`src/rtl/mem_stage_lsu.sv`:
```
// MEM stage: data-memory req/gnt/rsp handshake, byte lanes, load extension, MEM/WB register.
// Build option MEM_MISALIGN_TRAP_EN turns misaligned accesses into a one-cycle trap instead of a truncated access.
module mem_stage_lsu (
  input  logic        clk,
  input  logic        rst,
  input  logic        ex_mem_valid,
  input  logic [31:0] instr_ex_mem,
  input  logic [31:0] ex_mem_output,
  input  logic [31:0] store_data_final,
  output logic        dmem_req,
  output logic        dmem_we,
  output logic [31:0] dmem_addr,
  output logic [3:0]  dmem_be,
  output logic [31:0] dmem_wdata,
  input  logic        dmem_gnt,
  input  logic        dmem_rvalid,
  input  logic [31:0] dmem_rdata,
  output logic        stall,
  output logic        mem_wb_valid,
  output logic [31:0] instr_mem_wb,
  output logic [31:0] mem_wb_output,
  output logic        misalign_trap
);
  typedef enum logic [1:0] {IDLE, WAIT_GNT, WAIT_RSP} state_t;

  localparam logic [6:0]  OP_LOAD  = 7'b0000011;
  localparam logic [6:0]  OP_STORE = 7'b0100011;
  localparam logic [31:0] NOP      = 32'h00000013;

  state_t      state_q, state_d;
  logic        mem_wb_valid_q, mem_wb_valid_d;
  logic [31:0] instr_mem_wb_q, instr_mem_wb_d;
  logic [31:0] mem_wb_output_q, mem_wb_output_d;
  logic        misalign_trap_q, misalign_trap_d;

  logic        is_load, is_store, is_mem, zext, misaligned;
  logic [1:0]  size, a_lo;
  logic [2:0]  funct3;
  logic [3:0]  be_c;
  logic [31:0] wdata_c, load_ext, result;
  logic [7:0]  ld_byte;
  logic [15:0] ld_half;
  logic        req_c, stall_c, complete;
  logic        unused_instr;

  assign funct3       = instr_ex_mem[14:12];
  assign is_load      = instr_ex_mem[6:0] == OP_LOAD;
  assign is_store     = instr_ex_mem[6:0] == OP_STORE;
  assign is_mem       = is_load | is_store;
  assign size         = funct3[1:0];
  assign zext         = funct3[2];
  assign a_lo         = ex_mem_output[1:0];
  assign unused_instr = ^{instr_ex_mem[31:15], instr_ex_mem[11:7]};

`ifdef MEM_MISALIGN_TRAP_EN
  assign misaligned = is_mem && ((size == 2'b01 && a_lo[0]) || (size[1] && a_lo != 2'b00));
`else
  assign misaligned = 1'b0;
`endif

  // Half uses only a[1] and word ignores a[1:0], so misaligned addresses truncate naturally.
  always_comb begin
    be_c     = 4'b1111;
    wdata_c  = store_data_final;
    ld_byte  = dmem_rdata[{a_lo, 3'b000} +: 8];
    ld_half  = a_lo[1] ? dmem_rdata[31:16] : dmem_rdata[15:0];
    load_ext = dmem_rdata;
    case (size)
      2'b00: begin
        be_c     = 4'b0001 << a_lo;
        wdata_c  = {4{store_data_final[7:0]}};
        load_ext = {{24{~zext & ld_byte[7]}}, ld_byte};
      end
      2'b01: begin
        be_c     = 4'b0011 << {a_lo[1], 1'b0};
        wdata_c  = {2{store_data_final[15:0]}};
        load_ext = {{16{~zext & ld_half[15]}}, ld_half};
      end
      default: ;
    endcase
  end

  always_comb begin
    state_d         = state_q;
    req_c           = 1'b0;
    stall_c         = 1'b0;
    complete        = 1'b0;
    result          = ex_mem_output;
    misalign_trap_d = 1'b0;
    case (state_q)
      IDLE: begin
        if (ex_mem_valid) begin
          if (!is_mem) begin
            complete = 1'b1;
          end else if (misaligned) begin
            misalign_trap_d = 1'b1;
          end else begin
            req_c = 1'b1;
            if (dmem_gnt && is_store) begin
              complete = 1'b1;
            end else begin
              stall_c = 1'b1;
              state_d = dmem_gnt ? WAIT_RSP : WAIT_GNT;
            end
          end
        end
      end
      WAIT_GNT: begin
        req_c = 1'b1;
        if (dmem_gnt && is_store) begin
          complete = 1'b1;
          state_d  = IDLE;
        end else begin
          stall_c = 1'b1;
          if (dmem_gnt) state_d = WAIT_RSP;
        end
      end
      WAIT_RSP: begin
        if (dmem_rvalid) begin
          complete = 1'b1;
          result   = load_ext;
          state_d  = IDLE;
        end else begin
          stall_c = 1'b1;
        end
      end
      default: state_d = IDLE;
    endcase

    // Anything that does not complete leaves a NOP so downstream never matches a stale rd.
    mem_wb_valid_d  = complete;
    instr_mem_wb_d  = complete ? instr_ex_mem : NOP;
    mem_wb_output_d = complete ? result : 32'h0;
  end

  always_ff @(posedge clk) begin
    if (rst) begin
      state_q         <= IDLE;
      mem_wb_valid_q  <= 1'b0;
      instr_mem_wb_q  <= NOP;
      mem_wb_output_q <= 32'h0;
      misalign_trap_q <= 1'b0;
    end else begin
      state_q         <= state_d;
      mem_wb_valid_q  <= mem_wb_valid_d;
      instr_mem_wb_q  <= instr_mem_wb_d;
      mem_wb_output_q <= mem_wb_output_d;
      misalign_trap_q <= misalign_trap_d;
    end
  end

  assign dmem_req      = req_c & ~rst;
  assign stall         = stall_c & ~rst;
  assign dmem_we       = dmem_req & is_store;
  assign dmem_addr     = dmem_req ? {ex_mem_output[31:2], 2'b00} : 32'h0;
  assign dmem_be       = dmem_req ? be_c : 4'b0000;
  assign dmem_wdata    = (dmem_req && is_store) ? wdata_c : 32'h0;
  assign mem_wb_valid  = mem_wb_valid_q;
  assign instr_mem_wb  = instr_mem_wb_q;
  assign mem_wb_output = mem_wb_output_q;
  assign misalign_trap = misalign_trap_q;
endmodule

```
`config.mk`:
```
export PLATFORM = sky130hd
export DESIGN_NAME = mem_stage_lsu
export DESIGN_NICKNAME = d
export VERILOG_FILES = /design/src/rtl/mem_stage_lsu.sv
export SDC_FILE = /design/constraint.sdc
export NUM_CORES = 1
export LEC_CHECK = 0
export CAP_MARGIN = 20
export CORE_MARGIN = 5
export CORE_UTILIZATION = 37
export DETAILED_ROUTE_END_ITERATION = 10
export PLACE_DENSITY_LB_ADDON = 0.2
export SETUP_SLACK_MARGIN = 0.3
export SYNTH_ARGS = -nofsm -noshare
export SYNTH_HDL_FRONTEND = slang
export SYNTH_SLANG_ARGS = --single-unit
```
`constraint.sdc`:
```
create_clock -name clk -period 4.3 [get_ports clk]
set_clock_uncertainty 0.1 [all_clocks]
set_input_delay 0.86 -clock clk [delete_from_list [all_inputs] [get_ports clk]]
set_output_delay 0.86 -clock clk [all_outputs]
set_load 0.005 [all_outputs]
```
# Word level (Yosys, flattened, before mapping)
# Index checks and enable logic that the tools add are counted.
# word_totals
reg_bits	67
latchBits	0
ram_bits	0
romBits	0
input_bits	133
out_inout_bits	137
memories	0
# classes
addsub	0
multipliers	0
n_div	0
order_cmp	0
n_eq_ne	10
shifts	3
n_mux	30
n_bitwise	9
reduce_logical	6
# op_table
cell	n
2-to-1 mux 32 bit	4
case mux 32 bit (2 select lines)	2
variable part select 32 x 6 -> 8 bit	1
2-to-1 mux 16 bit	1
2-to-1 mux 2 bit	7
2-to-1 mux 1 bit	10
inequality test 2 bit (second input constant)	4
case mux 4 bit (2 select lines)	1
equality test 7 x 2 -> 1 bit (second input constant)	1
equality test 7 x 6 -> 1 bit (second input constant)	1
case mux 1 bit (3 select lines)	2
case mux 2 bit (3 select lines)	1
bitwise AND 1 bit	5
AND reduction 5 bit	1
equality test 2 x 1 -> 1 bit (second input constant)	2
zero test 2 bit	2
2-to-1 mux 4 bit	1
left shift 1 x 2 -> 4 bit (first input constant)	1
left shift 2 x 2 -> 4 bit (first input constant)	1
inequality test 3 bit (second input constant)	1
inverter 1 bit	3
equality test 2 bit (second input constant)	1
logical AND 1 bit	2
case mux 1 bit (2 select lines)	1
other kinds (2)	2

# Logic depth before layout (Yosys ltp)
# Gate-level depths: netlist of run 1.
# depth
depth_word	8
ltp_mapped	8

# Worst setup path after synthesis of run 1
# No wires, ideal clock.
# synth_path
path_kind	input port to output port
from	input port instr_ex_mem[2]
to	output port dmem_wdata[12]
arrival_time_ns	2.165
slack_ns	1.175
cell_stages	6
cell_sequence	and4bb_2 -> nand3_1 -> or4_1 -> buf_2 -> buf_6 -> a21oi_2
# synth_via
elab_chain_len	8
elab_cells_between_ends	9
# synth_rtl
item	line_no	rtl
start, declared	7	input logic [31:0] instr_ex_mem,
equality test 7 x 2 -> 1 bit or equality test 7 x 6 -> 1 bit (tied branches)	47, 48	
OR 1 bit	49	assign is_mem = is_load | is_store;
2-to-1 mux 1 bit	93	if (!is_mem) begin
2-to-1 mux 1 bit	92	if (ex_mem_valid) begin
case mux 1 bit (2 select lines)	90	case (state_q)
bitwise AND 1 bit	152	assign dmem_req = req_c & ~rst;
logical AND 1 bit *	157	assign dmem_wdata = (dmem_req && is_store) ? wdata_c : 32'h0;
2-to-1 mux 32 bit *	157	
end, declared	14	output logic [31:0] dmem_wdata,
# Every way passes the cells marked *; elsewhere a longest branch is shown, timed or not.

# Worst setup path after layout of run 1
# layout_path
from	input port instr_ex_mem[2]
to	output port dmem_wdata[8]
# The elaborated chain is that of the path after synthesis.

==> run summary, run 1 <==
The leakage power figure came out at around 3.2 nW. After synthesis, the share of flip-flops with an asynchronous set or reset is 0%. The worst-case IR drop observed on VDD is 0.000179 V. The initial utilization of the core area, before any placement, comes to 37.6%. The area taken by flip-flops and latches came out at around 0.0013 sq mm. The data required time at the worst endpoint came out at 3.34 ns. The die footprint came out at between 0.01 and 0.015 sq mm. The worst setup path is of the primary input to output pin kind.

The final routed wire length divided by cell count is 18.8 um. The DRC violation count after routing came out at 0. The library cells used most frequently in the layout, excluding fill and tap cells, are sky130_fd_sc_hd__clkdlybuf4s50_1 (227), sky130_fd_sc_hd__dfxtp_1 (67), sky130_fd_sc_hd__and2_1 (65). Setup repair after global routing could not meet its margin everywhere. The number of global-route vias before repair is between 4,000 and 5,000. TritonCTS built the clock tree. The number of sinks handled by clock tree synthesis came out at 67.

The wire length of the first global-routing pass is 22.5 mm. The total I/O pin count is 270. The count of nets left with antenna violations once routing finished came out at 0. The relative slew slack is 50.3%. The met2 capacity usage during global routing came out at a little under half.

The startpoint identified for the worst register-to-register timing path is state_q[1]. The number of search-and-repair iterations in the first detailed-routing pass came out at 5. The global routing met3 resource utilization came out at 8.23%. The number of enable-type register cells in the synthesized netlist is 0. The synthesis-to-finish area growth is 87.2%. The weighted congestion at the end of routability-driven global placement came out at 0.878.

The overall global routing resource usage came out at 24.6%. The vias after detailed routing is 4,336. Derived from the worst setup path, the maximum achievable clock frequency is 0.250 GHz. The pin count of the biggest net entering global routing is 33. The number of nets in the layout came out at 834. The worst-margin pin slew came out at 0.742 ns.

The number of violations reported at the end of detailed-routing iteration 0 is 283. Across all register-to-register paths, the minimum setup slack is 1.97 ns. Yosys mapped the design onto 50 distinct sky130hd cell types. The shortest clock period the worst path allows after layout is 3.99 ns.

Fill cells in the final layout number around 740. The total wire length after detailed routing came out at roughly 16 mm. The worst path uses 92.8% of the clock period. The startpoint identified for the worst hold timing path is state_q[1]. The total congestion overflow is 0.

After global routing, the most crowded layer is met2. The maximum buffer depth of the clock tree came out at 2. The utilization of the core after routing came out at 70.4%. In the synthesized netlist the dominant register cell turns out to be sky130_fd_sc_hd__dfxtp_1. The floorplan has 36 rows. The tree is rooted in a sky130_fd_sc_hd__clkbuf_8. STA classifies the critical path startpoint as a primary input.

The clock slew at the register clock pins of the worst setup and hold paths is 0.08 ns. The worst hold path class is register to register. 0 antenna diodes ended up in the layout. The number of stages on the worst hold path came out at 2.

The area occupied by multi-input gates came out at 0.00210 sq mm. The total number of yosys warnings came out at 0. The library cell used most frequently in the layout, excluding fill and tap cells, is sky130_fd_sc_hd__clkdlybuf4s50_1. In the synthesized netlist, the number of instances is 439. The number of max-slew violations in the final report came out at 0.

After detailed placement, the total cell area comes to 0.00640 sq mm. In this run the cell area of the synthesized design comes to ~0.0036 sq mm. For met1 alone, demand over resource in global routing was 25.4%. The H-tree was split into 3 levels.

The total power density per cell area is 235 mW/mm^2. The final number of hold-violating endpoints came to 0. The number of cells on the worst reg-to-reg path came out at 7. The number of clock buffers added by TritonCTS is 9. The maximum fanout along the worst path came out at 10. The placeable core region is 0.00968 sq mm. From bottom edge to top edge, the die measures approximately 110 um. The total setup violations reported at the end of the flow is 0. On the final layout, the worst hold slack is 0.658 ns. Sequential elements use 36.9% of the synthesized area. The most critical setup path has its endpoint at dmem_wdata[8]. For the worst-skew pair, the clock arrives at the later sink with an insertion delay of around 0.35 ns.

The critical path arrival is 3.03 ns. The initial antenna violation count is 0. The number of vias per cell after detailed routing came out at about 5.2. The terminus of the critical flop-to-flop path is instr_mem_wb[3]. The die span in x is 109 um. The max-capacitance violation count came out at 0. The count of input and output buffers is approximately 270. Of the cells placed in the final design, the portion with a size suffix greater than 1 is 11.0%.

The flip-flop and latch count after synthesis is 67. A synthesized cell averages 8.29 sq um. The finished layout cell area is around 0.007 sq mm. The half-perimeter wire length of the detailed placement result came out at 12.0 mm.

The run finished with clean final reports. The element type at the critical path end is an output pin. The final-layout setup total negative slack is 0 ns. In this run the worst setup path begins at instr_ex_mem[2].
[layout make-up]
cell class | instances | share of cell area [%]
Clock buffer | 10 | 2.02
Clock inverter | 6 | 1.38
Inverter | 5 | 0.422
Multi-Input combinational cell | 330 | 30.8
Sequential cell | 67 | 19.7
Tap cell | 133 | 2.44
Timing Repair Buffer | 288 | 43.3
[routing by layer]
| metal | vias to the layer above | wire, um |
|---|---|---|
| li1 | 2060 | - |
| met1 | 2018 | 5500 |
| met2 | 223 | 8240 |
| met3 | 35 | 1610 |
| met4 | 0 | 429 |
| met5 | - | 0 |
[worst max-delay path: stages]
cell and delay, ns:
sky130_fd_sc_hd__clkdlybuf4s50_1 0.41, sky130_fd_sc_hd__and4bb_2 0.35, sky130_fd_sc_hd__nand3_2 0.10, sky130_fd_sc_hd__or4_4 0.49, sky130_fd_sc_hd__buf_12 0.18, sky130_fd_sc_hd__a21oi_1 0.11
sky130_fd_sc_hd__clkdlybuf4s50_1 0.52
[synth_stat cells, types with 3 or more instances]
| library cell | n | share of area [%] |
|---|---|---|
| sky130_fd_sc_hd__a211oi_1 | 5 | 1.0 |
| sky130_fd_sc_hd__nand2_1 | 46 | 4.7 |
| sky130_fd_sc_hd__mux2_2 | 8 | 2.5 |
| sky130_fd_sc_hd__a31oi_1 | 3 | 0.52 |
| sky130_fd_sc_hd__nand2b_1 | 5 | 0.86 |
| sky130_fd_sc_hd__inv_2 | 3 | 0.31 |
| sky130_fd_sc_hd__o22ai_1 | 3 | 0.52 |
| sky130_fd_sc_hd__buf_6 | 6 | 1.9 |
| sky130_fd_sc_hd__a21oi_2 | 5 | 1.2 |
| sky130_fd_sc_hd__nor2_1 | 39 | 4.0 |
| sky130_fd_sc_hd__nor2b_1 | 4 | 0.69 |
| sky130_fd_sc_hd__nand3_1 | 4 | 0.55 |
| sky130_fd_sc_hd__buf_4 | 4 | 0.83 |
| sky130_fd_sc_hd__a21oi_1 | 32 | 4.4 |
| sky130_fd_sc_hd__dfxtp_1 | 67 | 37 |
| sky130_fd_sc_hd__nor2_2 | 7 | 1.2 |
| sky130_fd_sc_hd__clkbuf_1 | 18 | 1.9 |
| sky130_fd_sc_hd__and2_1 | 65 | 11 |
| sky130_fd_sc_hd__buf_2 | 7 | 0.96 |
| sky130_fd_sc_hd__a41oi_1 | 16 | 3.8 |
| sky130_fd_sc_hd__a222oi_1 | 5 | 1.4 |
| sky130_fd_sc_hd__a2111oi_0 | 9 | 2.2 |
| sky130_fd_sc_hd__nand3b_1 | 10 | 2.1 |
| sky130_fd_sc_hd__o21ai_0 | 10 | 1.4 |
| sky130_fd_sc_hd__mux2i_1 | 16 | 4.4 |
| sky130_fd_sc_hd__nor3_1 | 10 | 1.4 |
[logic make-up after synthesis]
group                  count (synthesis)  share of synthesized area [%]
AND/OR/NAND/NOR                      202                           29.5
flip-flops                            67                           36.9
AO/OA/AOI/OAI                        100                           19.6
buffers and inverters                 44                           6.50
multiplexers                          25                           7.49
other                                  1                          0.103
[stage by stage]
step	power [mW]	worst slack, ns	instances
CTS	1.61	0.283	834
global placement	0.994	0.171	817
detailed placement	1.00	0.0944	817
global route	1.67	0.192	839
finish	1.60	0.308	839
floorplan	0.784	1.17	441
[state kept, by name, indices dropped and copies added, names as in the netlist]
name,cells
mem_wb_valid,1
state_q,2
instr_mem_wb,32
mem_wb_output,32
[power breakdown]
part / internal (mW) / switching [mW]
clock network: 0.348 / 0.263
registers: 0.645 / 0.00645
logic: 0.204 / 0.132
total: 1.20 / 0.401
[timing repair]
action / CTS / global route
gates resized for setup: 11 / 37
setup endpoints to repair: 34 / 41
gates cloned: 0 / 2
pin swaps: 2 / 2
setup buffers: 1 / 3
hold buffers: 0 / 0
[worst min path at each step]
stage                 endpoint  slack (ns)
floorplan           state_q[1]        0.57
global placement    state_q[1]        0.60
detailed placement  state_q[1]        0.63
CTS                 state_q[1]        0.64
global route        state_q[1]        0.70
finish              state_q[1]        0.66
Note: power is estimated with default switching activity, not from simulation.
==> inputs of run 2 (changes only) <==
--- a/config.mk
+++ b/config.mk
@@ -9,7 +9,7 @@
 export CORE_MARGIN = 5
 export CORE_UTILIZATION = 37
 export DETAILED_ROUTE_END_ITERATION = 10
-export PLACE_DENSITY_LB_ADDON = 0.2
+export PLACE_DENSITY = 0.86
 export SETUP_SLACK_MARGIN = 0.3
 export SYNTH_ARGS = -nofsm -noshare
 export SYNTH_HDL_FRONTEND = slang
==> run summary, run 2 (synthesized netlist as in run 1, its figures left out) <==
The source-to-sink clock delay at the later pin of the worst-skew pair came out at 0.35 ns (about the same). The number of search-and-repair iterations in the first detailed-routing pass is 5 (unchanged). The final number of hold-violating endpoints came out at 0 (unchanged). Setup repair after global routing could not meet its margin everywhere. The half-perimeter wire length of the detailed placement result is 12.0 mm (-0.29%). The number of diodes added for antenna fixing came out at 0 (unchanged).

The setup path with the least slack is of type primary input to output pin. The die span in x is 109 um (unchanged). The top achievable clock speed is 0.247 GHz (-1.4%). In this run the worst hold path is classified as register to register. The maximum VDD drop was 0.000157 V (-12%). The startpoint type of the worst setup path is a primary input.

The utilization of the core after routing came out at 71.7% (+1.4 points). The number of stages on the worst hold path is 2 (unchanged). The endpoint identified for the worst register-to-register timing path is instr_mem_wb[8]. The worst hold path terminates at state_q[1].

The clock slew at the register clock pins of the worst setup and hold paths is 0.07 ns (about the same). The DRC violation count after routing is 0 (unchanged). The maximum fanout along the worst path is 13 (+3). The maximum buffer depth of the clock tree was 2 (unchanged).

The leakage power figure is 3.57 nW (+13%). The total wire length after detailed routing is 16.3 mm (+3.2%). The worst setup path is captured at an output pin. The overall global routing resource usage is 25.2% (+0.64 points). The initial antenna violation count came to 0 (unchanged). The die footprint came out at 0.0119 sq mm (unchanged). The number of vias per cell after detailed routing is 5.23 (+1.1%).

The run finished with clean final reports. The number of nets in the layout is 842 (+0.96%). The total congestion overflow is 0 (unchanged). The number of violations reported at the end of detailed-routing iteration 0 is 275 (-2.8%). The wire length of the first global-routing pass is 23.0 mm (+2.4%). The total power density per cell area is 230 mW/mm^2 (-2.1%). The pin count of the biggest net entering global routing is 37 (+12%). The critical path arrival is 3.09 ns (+0.06 ns).

The worst-margin pin slew came out at 0.770 ns (+0.0279 ns). The origin of the worst setup path is instr_ex_mem[2]. The total I/O pin count came out at 270 (unchanged).

The number of cells on the worst reg-to-reg path is 7 (unchanged). The max-capacitance violation count is 0 (unchanged). The final-layout setup total negative slack came out at 0 ns (unchanged). The initial core utilization is 37.6% (unchanged). The depth of the CTS H-tree came to 3 (unchanged).

The total setup violations reported at the end of the flow is 0 (unchanged). In the layout the commonest cells are sky130_fd_sc_hd__clkdlybuf4s50_1 (202), sky130_fd_sc_hd__dfxtp_1 (67), sky130_fd_sc_hd__and2_1 (65). The synthesis-to-finish area growth came out at 90.9%. The fraction of final layout cells sized beyond drive strength 1 is 11.5% (+0.44 points). The placeable core region is 0.00968 sq mm (unchanged). The worst hold path begins at state_q[1].

The weighted congestion at the end of routability-driven global placement came to 0.889 (+1.3%). The count of input and output buffers came to 266 (unchanged). The die boundary height came to 109 um (unchanged). The data required time at the worst endpoint is 3.34 ns (about the same). The number of buffers created by CTS is 9 (unchanged). The vias after detailed routing is 4,427 (+2.1%). The shortest clock period the worst path allows after layout is 4.05 ns (+0.0559 ns).

The number of global-route vias before repair was 4,433 (+2.1%). The startpoint identified for the worst register-to-register timing path is state_q[0]. The number of hold buffers added after cts came to 0 (unchanged).

The relative slew slack was 48.6% (-1.7 points). The most common cell after layout, fill and taps aside is sky130_fd_sc_hd__clkdlybuf4s50_1. The number of sinks handled by clock tree synthesis was 67 (unchanged). The number of max-slew violations in the final report is 0 (unchanged). The clock tree from TritonCTS is yes. The master cell of the clock root buffer is sky130_fd_sc_hd__clkbuf_8. The share of the clock period used by the worst path is 94.1% (+1.3 points). The remaining number of nets flagged by the antenna check after routing was 0 (unchanged).

The final routed wire length divided by cell count was 19.2 um (+2.2%). The register-to-register setup slack came out at 1.92 ns (-0.05 ns). The number of cell rows came out at 36 (unchanged).
-- run 2: cell types whose count changed in the layout (fill, tap and decap cells not counted), moves of 2 or more --
cell                              before  now
sky130_fd_sc_hd__clkdlybuf4s50_1     227  202
sky130_fd_sc_hd__nor3_1                8   10
sky130_fd_sc_hd__buf_4                18   23
sky130_fd_sc_hd__dlygate4sd2_1         7   17
sky130_fd_sc_hd__nor3_2                2    0
sky130_fd_sc_hd__dlymetal6s2s_1       31   46
sky130_fd_sc_hd__inv_6                 5    2
-- run 2: worst max-delay path: stages --
cell and delay, ns:
sky130_fd_sc_hd__clkdlybuf4s50_1 0.43, sky130_fd_sc_hd__and4bb_2 0.34, sky130_fd_sc_hd__buf_4 0.13, sky130_fd_sc_hd__a31oi_1 0.08, sky130_fd_sc_hd__or3_4 0.38, sky130_fd_sc_hd__inv_8 0.10, sky130_fd_sc_hd__clkbuf_16 0.16, sky130_fd_sc_hd__and2_1 0.12
sky130_fd_sc_hd__clkdlybuf4s50_1 0.49
-- run 2: stage by stage --
step | hold slack (ns) | cells | area (sq um) | worst slack [ns] | total power, mW
after floorplan | 0.571 | 441 | 3650 | 1.17 | 0.784
after global placement | 0.612 | 817 | 6400 | 0.151 | 0.994
after detailed placement | 0.618 | 817 | 6400 | 0.0600 | 1.00
after CTS | 0.634 | 836 | 6690 | 0.215 | 1.59
after global routing | 0.697 | 847 | 6950 | 0.167 | 1.66
final | 0.642 | 847 | 6950 | 0.252 | 1.60
-- run 2: routing by layer --
| metal | vias to the layer above | track usage (%) | routed length (um) | share of wire [%] |
|---|---|---|---|---|
| li1 | 2082 | - | - | - |
| met1 | 2042 | 27.1 | 5730 | 35 |
| met2 | 266 | 45.4 | 8490 | 52 |
| met3 | 37 | 7.76 | 1540 | 9.5 |
| met4 | 0 | 11.1 | 517 | 3.2 |
| met5 | - | 0 | 0 | 0 |
-- run 2: where the power goes --
group,switching [mW],internal [mW],leakage (nW)
clock,0.256,0.346,0.110
sequential,0.00691,0.645,0.550
combinational,0.136,0.205,2.91
-- run 2: worst max path at each step --
| stage | end | slack, ns | depth (start not counted) |
|---|---|---|---|
| 6_report | dmem_addr[28] | 0.25 | 9 |
| 5_1_grt | dmem_addr[8] | 0.17 | 9 |
| 4_1_cts | dmem_wdata[4] | 0.21 | 8 |
| 3_5_place_dp | dmem_wdata[4] | 0.06 | 8 |
| 3_3_place_gp | dmem_wdata[1] | 0.15 | 8 |
| 2_1_floorplan | dmem_wdata[12] | 1.17 | 6 |
-- run 2: final cells by class --
cell class	instances	area, sq um
Clock buffer	11	141
Clock inverter	5	85.1
Fill cell	710	2740
Inverter	5	31.3
Multi-Input combinational cell	330	2080
Sequential cell	67	1340
Tap cell	133	166
Timing Repair Buffer	296	3100
-- run 2: timing repair --
item | 4_1_cts | 5_1_grt
buffers inserted | 1 | 8
hold endpoints to repair | 0 | 0
pin swaps | 2 | 1
cloned | 2 | 3
gates resized for setup | 22 | 50
setup endpoints to repair | 62 | 51
==> RTL change, RTL diff (config.mk and constraints of run 1) <==
The option `MEM_MISALIGN_TRAP_EN` is turned on by a define.
--- a/src/rtl/mem_stage_lsu.sv
+++ b/src/rtl/mem_stage_lsu.sv
@@ -2,2 +2,4 @@
 // Build option MEM_MISALIGN_TRAP_EN turns misaligned accesses into a one-cycle trap instead of a truncated access.
+`define MEM_MISALIGN_TRAP_EN
+
 module mem_stage_lsu (
Formal check against the unedited RTL: not equivalent (a bounded check fails within 4 cycles, from zero or initial values and one cycle with rst high).
==> RTL change against run 1 <==
- setup slack got worse by 18 ps
- cell area decreased by 2.5%
- total power decreased by 0.70%
- sequential cell count increased by 1
- non-clock buffer count decreased by 6
- sequential power increased by 1%
- first-iteration DRC count increased by 32%
- area after synthesis about the same
- wire length decreased by 4.2%
- combinational power increased by 2%
==> RTL change: results (changes against run 1) <==
| Metric | Value |
|---|---|
| Synth unique cells | 43 (was 50) |
| Logic pwr share | 0.216 (was 0.211) |
| Drt total wl | 15.1 mm (was 15.8 mm) |
| Dpl cells | 825 (was 817) |
| PnR Total Power | 1.59 mW (was 1.60 mW) |
| CP peak stage delay | 550 ps (was 520 ps) |
| Vias per std cell | 5.15 (was 5.17) |
| Port Buffers | 267 (was 266) |
| Vias in the first global route | 4405 (was 4341) |
| Area contributors post-synth | dfxtp_1 (37%), mux2i_1 (7.2%), and2_1 (6.9%) (was dfxtp_1 (37%), and2_1 (11%), nand2_1 (4.7%)) |
| Slew HR | 0.386 (was 0.503) |
| Register area share after synthesis | 0.374 (was 0.369) |
| Outcome | finished clean (unchanged) |
| Multi-input gate area | 2050 um2 (was 2100 um2) |
| Mapped Cells | 448 (was 439) |
| Reg2reg end | mem_wb_output[12] (was instr_mem_wb[3]) |
| Dpl hpwl | 11.9 mm (was 12.0 mm) |
| Leakage | 2.63 nW (was 3.17 nW) |
| Total internal power | 1.20 mW (about the same) |
| Fin cells | 844 (was 839) |
| Layout cells sized above 1 | 0.0605 (was 0.110) |
| Critical Path AT | 3050 ps (was 3030 ps) |
| Worst Hold Path EP | state_q[1] (unchanged) |
| Ranking of synthesized cells by instance count | dfxtp_1 (68), nor2_1 (66), nand2_1 (47) (was dfxtp_1 (67), and2_1 (65), nand2_1 (46)) |
| First-pass GRT wire length | 22.3 mm (was 22.5 mm) |
| Fillers | 792 (was 744) |
| Worst R2R Path Depth | 6 (was 7) |
| Largest net degree at the start of global routing | 45 (was 33) |
| CP max FO | 5 (was 10) |
| Max VDD drop | 0.118 mV (was 0.179 mV) |
| RR Startpoint | state_q[0] (was state_q[1]) |
| Clock share of power | 0.368 (was 0.382) |
| Ant. Diodes | 0 (unchanged) |
| Final GP Congestion | 0.935 (was 0.878) |
| GRT Resource Usage Total | 0.241 (was 0.246) |
| Post-DP Area | 6360 um2 (was 6400 um2) |
| Drt pass-1 iters | 7 (was 5) |
| Initial DRC count | 374 (was 283) |
## RTL change: cell type report
cell class | count | share of cell area
multi-input combinational | 337 | 0.308
tap | 133 | 0.0250
timing repair buffer | 282 | 0.422
sequential | 68 | 0.205
inverter | 9 | 0.00697
clock buffer | 11 | 0.0213
clock inverter | 4 | 0.0111
## RTL change: logic make-up after synthesis
family,Yosys count,synth area share
flops,68,0.374
compound gates,102,0.208
simple gates,206,0.275
buf+inv,44,0.0664
mux,27,0.0746
other cells,1,0.00103
## RTL change: stage by stage
| stage | hold slack, ps | setup slack [ps] |
|---|---|---|
| CTS | 575 | 277 |
| detailed placement | 567 | 72.8 |
| floorplan | 486 | 1290 |
| global placement | 523 | 143 |
| finish | 590 | 290 |
| global route | 632 | 206 |
## RTL change: worst min-delay path, cell delays in order, from the launching register on
cell and delay [ps]:
dfxtp_1 380, a21oi_1 170, a221oi_1 90
## RTL change: how the worst max path moves through the flow
| stage | start | to | slack [ps] | cells past startpoint |
|---|---|---|---|---|
| after floorplan | ex_mem_output[0] | dmem_addr[22] | 1290 | 8 |
| after global placement | instr_ex_mem[3] | dmem_addr[6] | 140 | 8 |
| after detailed placement | instr_ex_mem[2] | dmem_addr[31] | 70 | 8 |
| after CTS | ex_mem_output[0] | dmem_wdata[3] | 280 | 8 |
| after global routing | instr_ex_mem[3] | dmem_be[1] | 210 | 8 |
| final | instr_ex_mem[3] | dmem_be[3] | 290 | 8 |
## RTL change: timing repair
item                                   4_1_cts  5_1_grt
endpoints found under the hold margin        0        0
pin swaps                                    1        2
resized for setup                            5        6
cloned                                       0        1
setup endpoints to repair                   49       58
buffers inserted                             0        3
## RTL change: routing by layer
metal,track usage,routed length [um],share of wire
met3,0.0776,1820,0.12
met1,0.257,5280,0.35
met5,0,0,0
met2,0.435,7620,0.50
met4,0.0983,393,0.026
